**src/rtl/pmem_arbiter.sv**
```systemverilog
// Round-robin arbiter sharing the burst pmem port between I-cache and D-cache.
// Whole 256-bit lines are moved as four 64-bit beats; one resp pulse per line.
module pmem_arbiter #(
    parameter int LINE_W = 256,
    parameter int BEAT_W = 64,
    parameter int ADDR_W = 32
) (
    input  logic              clk,
    input  logic              rst,
    input  logic              i_read,
    input  logic [ADDR_W-1:0] i_address,
    output logic [LINE_W-1:0] i_rdata,
    output logic              i_resp,
    input  logic              d_read,
    input  logic              d_write,
    input  logic [ADDR_W-1:0] d_address,
    input  logic [LINE_W-1:0] d_wdata,
    output logic [LINE_W-1:0] d_rdata,
    output logic              d_resp,
    output logic              pmem_read,
    output logic              pmem_write,
    output logic [ADDR_W-1:0] pmem_address,
    output logic [BEAT_W-1:0] pmem_wdata,
    input  logic [BEAT_W-1:0] pmem_rdata,
    input  logic              pmem_resp
);
    localparam int BEATS = LINE_W / BEAT_W;
    localparam int CNT_W = $clog2(BEATS);
    localparam int OFF_W = $clog2(LINE_W / 8);
    localparam int SH_W  = $clog2(BEAT_W);
    localparam int IDX_W = $clog2(LINE_W);
    localparam logic [CNT_W-1:0] LAST_BEAT = CNT_W'(BEATS - 1);

    typedef enum logic [2:0] {IDLE, I_RD, D_RD, D_WR, DONE} state_t;

    state_t            state;
    logic [CNT_W-1:0]  beat;
    logic [IDX_W-1:0]  beat_lsb;
    logic [LINE_W-1:0] line_buf;
    logic              last_d;
    logic              d_req;
    logic              pick_d;
    logic [ADDR_W-1:0] grant_addr;
    logic [OFF_W-1:0]  unused_offset;

    // On contention the side that was not served last wins; last_d resets to I.
    assign d_req         = d_read | d_write;
    assign pick_d        = d_req & (~i_read | ~last_d);
    assign grant_addr    = pick_d ? d_address : i_address;
    assign unused_offset = grant_addr[OFF_W-1:0];

    assign beat_lsb   = {beat, {SH_W{1'b0}}};
    assign pmem_wdata = line_buf[beat_lsb +: BEAT_W];
    assign i_rdata    = line_buf;
    assign d_rdata    = line_buf;

    always_ff @(posedge clk or negedge rst) begin
        if (!rst) begin
            state        <= IDLE;
            beat         <= '0;
            line_buf     <= '0;
            last_d       <= 1'b0;
            pmem_read    <= 1'b0;
            pmem_write   <= 1'b0;
            pmem_address <= '0;
            i_resp       <= 1'b0;
            d_resp       <= 1'b0;
        end else begin
            i_resp <= 1'b0;
            d_resp <= 1'b0;
            case (state)
                IDLE: begin
                    if (i_read | d_req) begin
                        pmem_address <= {grant_addr[ADDR_W-1:OFF_W], {OFF_W{1'b0}}};
                        beat         <= '0;
                        last_d       <= pick_d;
                        if (pick_d && d_write) begin
                            line_buf   <= d_wdata;
                            pmem_write <= 1'b1;
                            state      <= D_WR;
                        end else begin
                            pmem_read <= 1'b1;
                            state     <= pick_d ? D_RD : I_RD;
                        end
                    end
                end
                I_RD, D_RD: begin
                    if (pmem_resp) begin
                        line_buf[beat_lsb +: BEAT_W] <= pmem_rdata;
                        beat <= beat + CNT_W'(1);
                        if (beat == LAST_BEAT) begin
                            pmem_read <= 1'b0;
                            i_resp    <= (state == I_RD);
                            d_resp    <= (state == D_RD);
                            state     <= DONE;
                        end
                    end
                end
                D_WR: begin
                    if (pmem_resp) begin
                        beat <= beat + CNT_W'(1);
                        if (beat == LAST_BEAT) begin
                            pmem_write <= 1'b0;
                            d_resp     <= 1'b1;
                            state      <= DONE;
                        end
                    end
                end
                // One-cycle bubble so a cache can drop its request before IDLE samples again.
                DONE:    state <= IDLE;
                default: state <= IDLE;
            endcase
        end
    end
endmodule

```
**config.mk**
```make
export PLATFORM = sky130hd
export DESIGN_NAME = pmem_arbiter
export DESIGN_NICKNAME = d
export VERILOG_FILES = /design/src/rtl/pmem_arbiter.sv
export SDC_FILE = /design/constraint.sdc
export NUM_CORES = 1
export LEC_CHECK = 0
export ABC_AREA = 1
export CAP_MARGIN = 15
export CORE_AREA = 8 8 384 386
export CTS_CLUSTER_DIAMETER = 120
export DETAILED_ROUTE_END_ITERATION = 6
export DIE_AREA = 0 0 392 394
export PLACE_DENSITY_LB_ADDON = 0.25
export REMOVE_ABC_BUFFERS = 1
export SKIP_CTS_REPAIR_TIMING = 1
export SYNTH_ARGS = -nofsm -noshare
export SYNTH_HDL_FRONTEND = slang
export SYNTH_SLANG_ARGS = --single-unit
```
**constraint.sdc**
```tcl
create_clock -name clk -period 3.3 [get_ports clk]
set_input_delay 0.495 -clock clk [delete_from_list [all_inputs] [get_ports clk]]
set_output_delay 0.495 -clock clk [all_outputs]
set_load 0.05 [all_outputs]
```
**Word-level counts from Yosys, hierarchy flattened**

Index checks and enable logic that the tools add are counted.

- Word-level logic and storage cells: 77
- Output and inout bits: 612
- Input port bits: 390
- Register bits after elaboration: 293

- Shift operators: 3
- Muxes and demuxes: 31
- Equality and inequality tests: 13
- Bitwise logic cells: 6
- Reduce and logical (&&, ||, !) cells: 13
- Add/sub/neg operators: 2

Operators by type and width:

| kind | count |
|---|---|
| $mux 256 | 3 |
| $pmux 256 s2 | 1 |
| $bwmux 256 | 1 |
| $shift 64x10->256 const A | 1 |
| $shiftx 256x9->64 | 1 |
| $shiftx 64x10->256 | 1 |
| $mux 32 | 1 |
| $ne 2x2->1 const B | 7 |
| $mux 1 | 13 |
| $neg 8->10 | 1 |
| $reduce_and 5->1 | 2 |
| $mux 3 | 3 |
| $mux 2 | 4 |
| $eq 3x2->1 const B | 2 |
| $pmux 1 s2 | 3 |
| $pmux 3 s2 | 1 |
| $reduce_and 3->1 | 2 |
| $reduce_bool 2->1 | 3 |
| $ne 2x1->1 const B | 2 |
| $pmux 2 s2 | 1 |
| $reduce_and 4->1 | 1 |
| $eq 3x1->1 const B | 1 |
| $logic_not 3->1 | 1 |
| $or 1x1->1 | 3 |
| 8 further kinds | 9 |

**Logic depth before layout (Yosys ltp)**

- Word-level depth: 7
- Mapped depth: 13
- Gate-level depth less buffers: 10

**Least setup slack after synthesis**

Ideal clock, no wire load.

- Path type: register -> register
- Start: register beat[0]
- End: register line_buf[146], in the netlist d_rdata[146]
- Period minus slack after synthesis: 2598 ps
- Arrival: 2532 ps
- Slack: 702 ps
- Cell stages (with the launch flop): 13
- Buffers on the path: 4
- Required time: 3234 ps
- Cell sequence: dfrtp_1 > inv_1 > clkbuf_1 > clkbuf_1 > ha_1 > clkbuf_1 > nand2_1 > nor2_1 > clkbuf_1 > nand3_1 > nand2_1 > nand3_1 > nand2_1

- Longest elaborated chain between the ends: 5
- Elaborated cells between the ends (all ways): 6

RTL lines:

| element | line | RTL |
|---|---|---|
| start, declared | 37 | `logic [CNT_W-1:0] beat;` |
| start signal, assigned | 90 | `beat <= beat + CNT_W'(1);` |
| start signal, assigned | 101 | `beat <= beat + CNT_W'(1);` |
| $neg 8->10 (*) | 89 | `line_buf[beat_lsb +: BEAT_W] <= pmem_rdata;` |
| $shiftx 64x10->256 / $shift 64x10->256 (equally long branches) | 89 |  |
| $bwmux 256 (*) | 89 |  |
| $mux 256 (*) | 88 | `if (pmem_resp) begin` |
| $pmux 256 s2 (*) | 71 | `case (state)` |
| end signal, assigned | 78 | `line_buf <= d_wdata;` |
| end signal, assigned by index | 89 |  |
| end, declared | 39 | `logic [LINE_W-1:0] line_buf;` |

Mark *: on every way between the ends. The rest lies on a longest branch, timed or not. The select of a mux whose other input is x is not followed.
A chain may end at the register's enable or synchronous reset.

**Worst setup path after layout**

- Start: register beat[1]
- End: output pmem_wdata[5]

- Longest elaborated chain between the ends: 1

RTL lines:

| element | line | RTL |
|---|---|---|
| $shiftx 256x9->64 | 53 | `assign pmem_wdata = line_buf[beat_lsb +: BEAT_W];` |
| end, declared | 23 | `output logic [BEAT_W-1:0] pmem_wdata,` |

No other way between the ends.

==> results.yml <==
global_route:
  grt_pass1_vias: 24655
  antenna_found_initial: 36
  grt_max_degree: 138
  track_usage_pct: 18.0
  grt_pass1_wl_mm: 201
  grt_remaining_overflow: 0
synthesis:
  syn_area_per_cell_um2: 6.48
  synth_cells: 3212
  synth.distinct_cells: 26
  ys_seq_area_share_pct: 35.2
  mappedNetlistArea_um2: 20800
  synth-seq-cells: 293
  ys_warn_count: 0
sta:
  tightest_slew_ns: 1.09
  max_freq_mhz: 311
  holdWs_ns: 0.452
  period_share_pct: 97.5
  finalClockSkew_ns: 0.0266
  slew_violations: 0
  hold_viol_final: 0
  finalCriticalPeriod_ns: 3.22
  setup_viol: 0
  rsz0062_at_grt: "no"
  slew_headroom_pct: 27.1
setup_path:
  crit_fanout: 27
  cp_data_required_time_ns: 2.80
  worstReg2RegEnd: "d_rdata[106]$_DFFE_PN0P_"
  regToRegStartpoint: "state[0]$_DFFE_PN0P_"
  crit_path_end_kind: "output pin"
  cpPeakStageDelay_ns: 0.59
  crit_arrival_ns: 2.72
  crit_slowest_cell: "dfrtp_4"
  rrSetupSlack_ns: 0.51
  cp-start-kind: "flop"
  crit_chain: "inv_4 > buf_4 > o21ai_0 > o22ai_1 > buf_12"
  crit_path_start: "beat[1]$_DFFE_PN0P_"
  criticalPathCategory: "flop to output pin"
  r2r_cells: 8
die:
  rows: 138
  die_y_um: 394
  dieArea_um2: 154000
  ioPinCount: 1002
  die_width_um: 392
  coreArea_um2: 141000
  start_util_pct: 14.8
clock_network:
  clk_path_buf_depth: 3
  insertion_delay_ns: 0.60
  htree_levels: 2
  cts_tree: "done"
  cts_buffers: 43
  cts_root_buf: "clkbuf_16"
  cts_sinks: 293
  clkTransAtPathRegs_ns: 0.06
finish:
  fillerInstances: 15760
  layout.nets: 4188
  final_cell_mix: "nand2_1, clkdlybuf4s50_1, nand3_1"
  multi_input_area_um2: 10200
  drive_gt1_share_pct: 5.66
  design_area_um2: 33000
  syn2layout_area_growth_pct: 58.8
  layout_commonest_cell: "nand2_1"
  register_area_um2: 7340
drt:
  drc: 0
  viasPerCell: 4.37
  drt_wl_total_mm: 147
  drt_iter0_drc: 2127
  ant_nets: 0
  dr.pass1.iters: 5
  avgRoutedWirePerCell_um: 25.7
  vias: 25048
flow_run:
  maxCapViolCount: 0
min_path:
  min_path_type: "primary input to flop"
  min_to: "pmem_address[15]$_DFFE_PN0P_"
  hp-start: "d_address[15]"
  hold_depth: 3
place:
  placed_area_um2: 31600
  hpwl_mm: 106
  gp_congestion: 0.852
  io_buffers: 986
run_status:
  status: "finished clean"
[worst max-delay path by stage]
stage                                     endpoint  slack (ns)  cells after the start
after floorplan             d_rdata[0]$_DFFE_PN0P_      -11.25                      8
after global placement    d_rdata[110]$_DFFE_PN0P_        0.50                      8
after detailed placement   d_rdata[67]$_DFFE_PN0P_        0.50                      8
after CTS                            pmem_wdata[5]        0.06                      5
after global routing                 pmem_wdata[5]       0.005                      5
final                                pmem_wdata[5]        0.08                      5
[final cells by class]
class	count	share of cell area, %
Tap cell	1890	7.16
Clock buffer	65	3.88
Inverter	84	0.984
Clock inverter	6	0.394
Timing Repair Buffer	1050	34.5
Sequential cell	293	22.2
Multi-Input combinational cell	2320	30.7
Antenna cell	19	0.144
[metrics by stage]
| stage | instances | setup TNS [ns] | util, % | setup WS [ns] |
|---|---|---|---|---|
| after floorplan | 2697 | -3134.65 | - | -11.25 |
| after global placement | 5636 | 0 | 22.4 | 0.503 |
| after detailed placement | 5636 | 0 | 22.4 | 0.497 |
| after CTS | 5707 | 0 | 23.4 | 0.0580 |
| after global routing | 5722 | 0 | 23.4 | 0.00458 |
| final | 5727 | 0 | 23.5 | 0.0820 |
[critical path, delay by kind of cell, from the launching register on]
kind,cells,cell delay (ns)
AO/OA/AOI/OAI,2,0.70
buffers and inverters,3,0.75
flip-flops,1,0.59
[state kept, by name, indices dropped and copies added (netlist names)]
register      cells
d_resp            1
pmem_write        1
d_rdata         256
pmem_read         1
state             3
last_d            1
i_resp            1
pmem_address     27
beat              2
[per-layer routing]
layer | GRT usage [%] | up-vias | share of wire [%]
met2 | 32.0 | 1108 | 50
met1 | 21.9 | 12411 | 41
met3 | 3.79 | 209 | 6.9
met5 | 0 | - | 0.064
li1 | - | 11304 | -
met4 | 4.65 | 16 | 2.5
[logic make-up (layout without fill, tap and decap cells)]
group	count (synthesis)	count (layout)	share of synthesized area [%]
buffers and inverters	603	1205	16.6
adder cells (fa/ha/maj)	6	6	0.361
other	1	24	0.0180
AND/OR/NAND/NOR	2083	2083	41.8
flip-flops	293	293	35.2
AO/OA/AOI/OAI	226	226	6.01
[synthesized netlist by cell type]
cell / n / area, um2
a31oi_1: 27 / 169
buf_1: 14 / 52.6
buf_2: 91 / 455
buf_4: 283 / 2120
clkbuf_1: 129 / 484
clkbuf_4: 2 / 15.0
clkinv_1: 1 / 3.75
conb_1: 1 / 3.75
dfrtp_1: 293 / 7330
ha_1: 6 / 75.1
inv_1: 78 / 293
inv_2: 5 / 18.8
nand2_1: 1048 / 3930
nand2_2: 2 / 12.5
nand3_1: 655 / 3280
nand3_2: 5 / 50.1
nand3b_1: 1 / 7.51
nand4_1: 4 / 25.0
nor2_1: 365 / 1370
nor2_2: 1 / 6.26
nor2_4: 1 / 11.3
nor3_1: 1 / 5.00
o211ai_1: 1 / 7.51
o21ai_0: 133 / 666
o22ai_1: 64 / 400
o32ai_1: 1 / 8.76
Power is not shown: default switching activity piles up to over one toggle a cycle in this logic, so the estimate is an artifact.
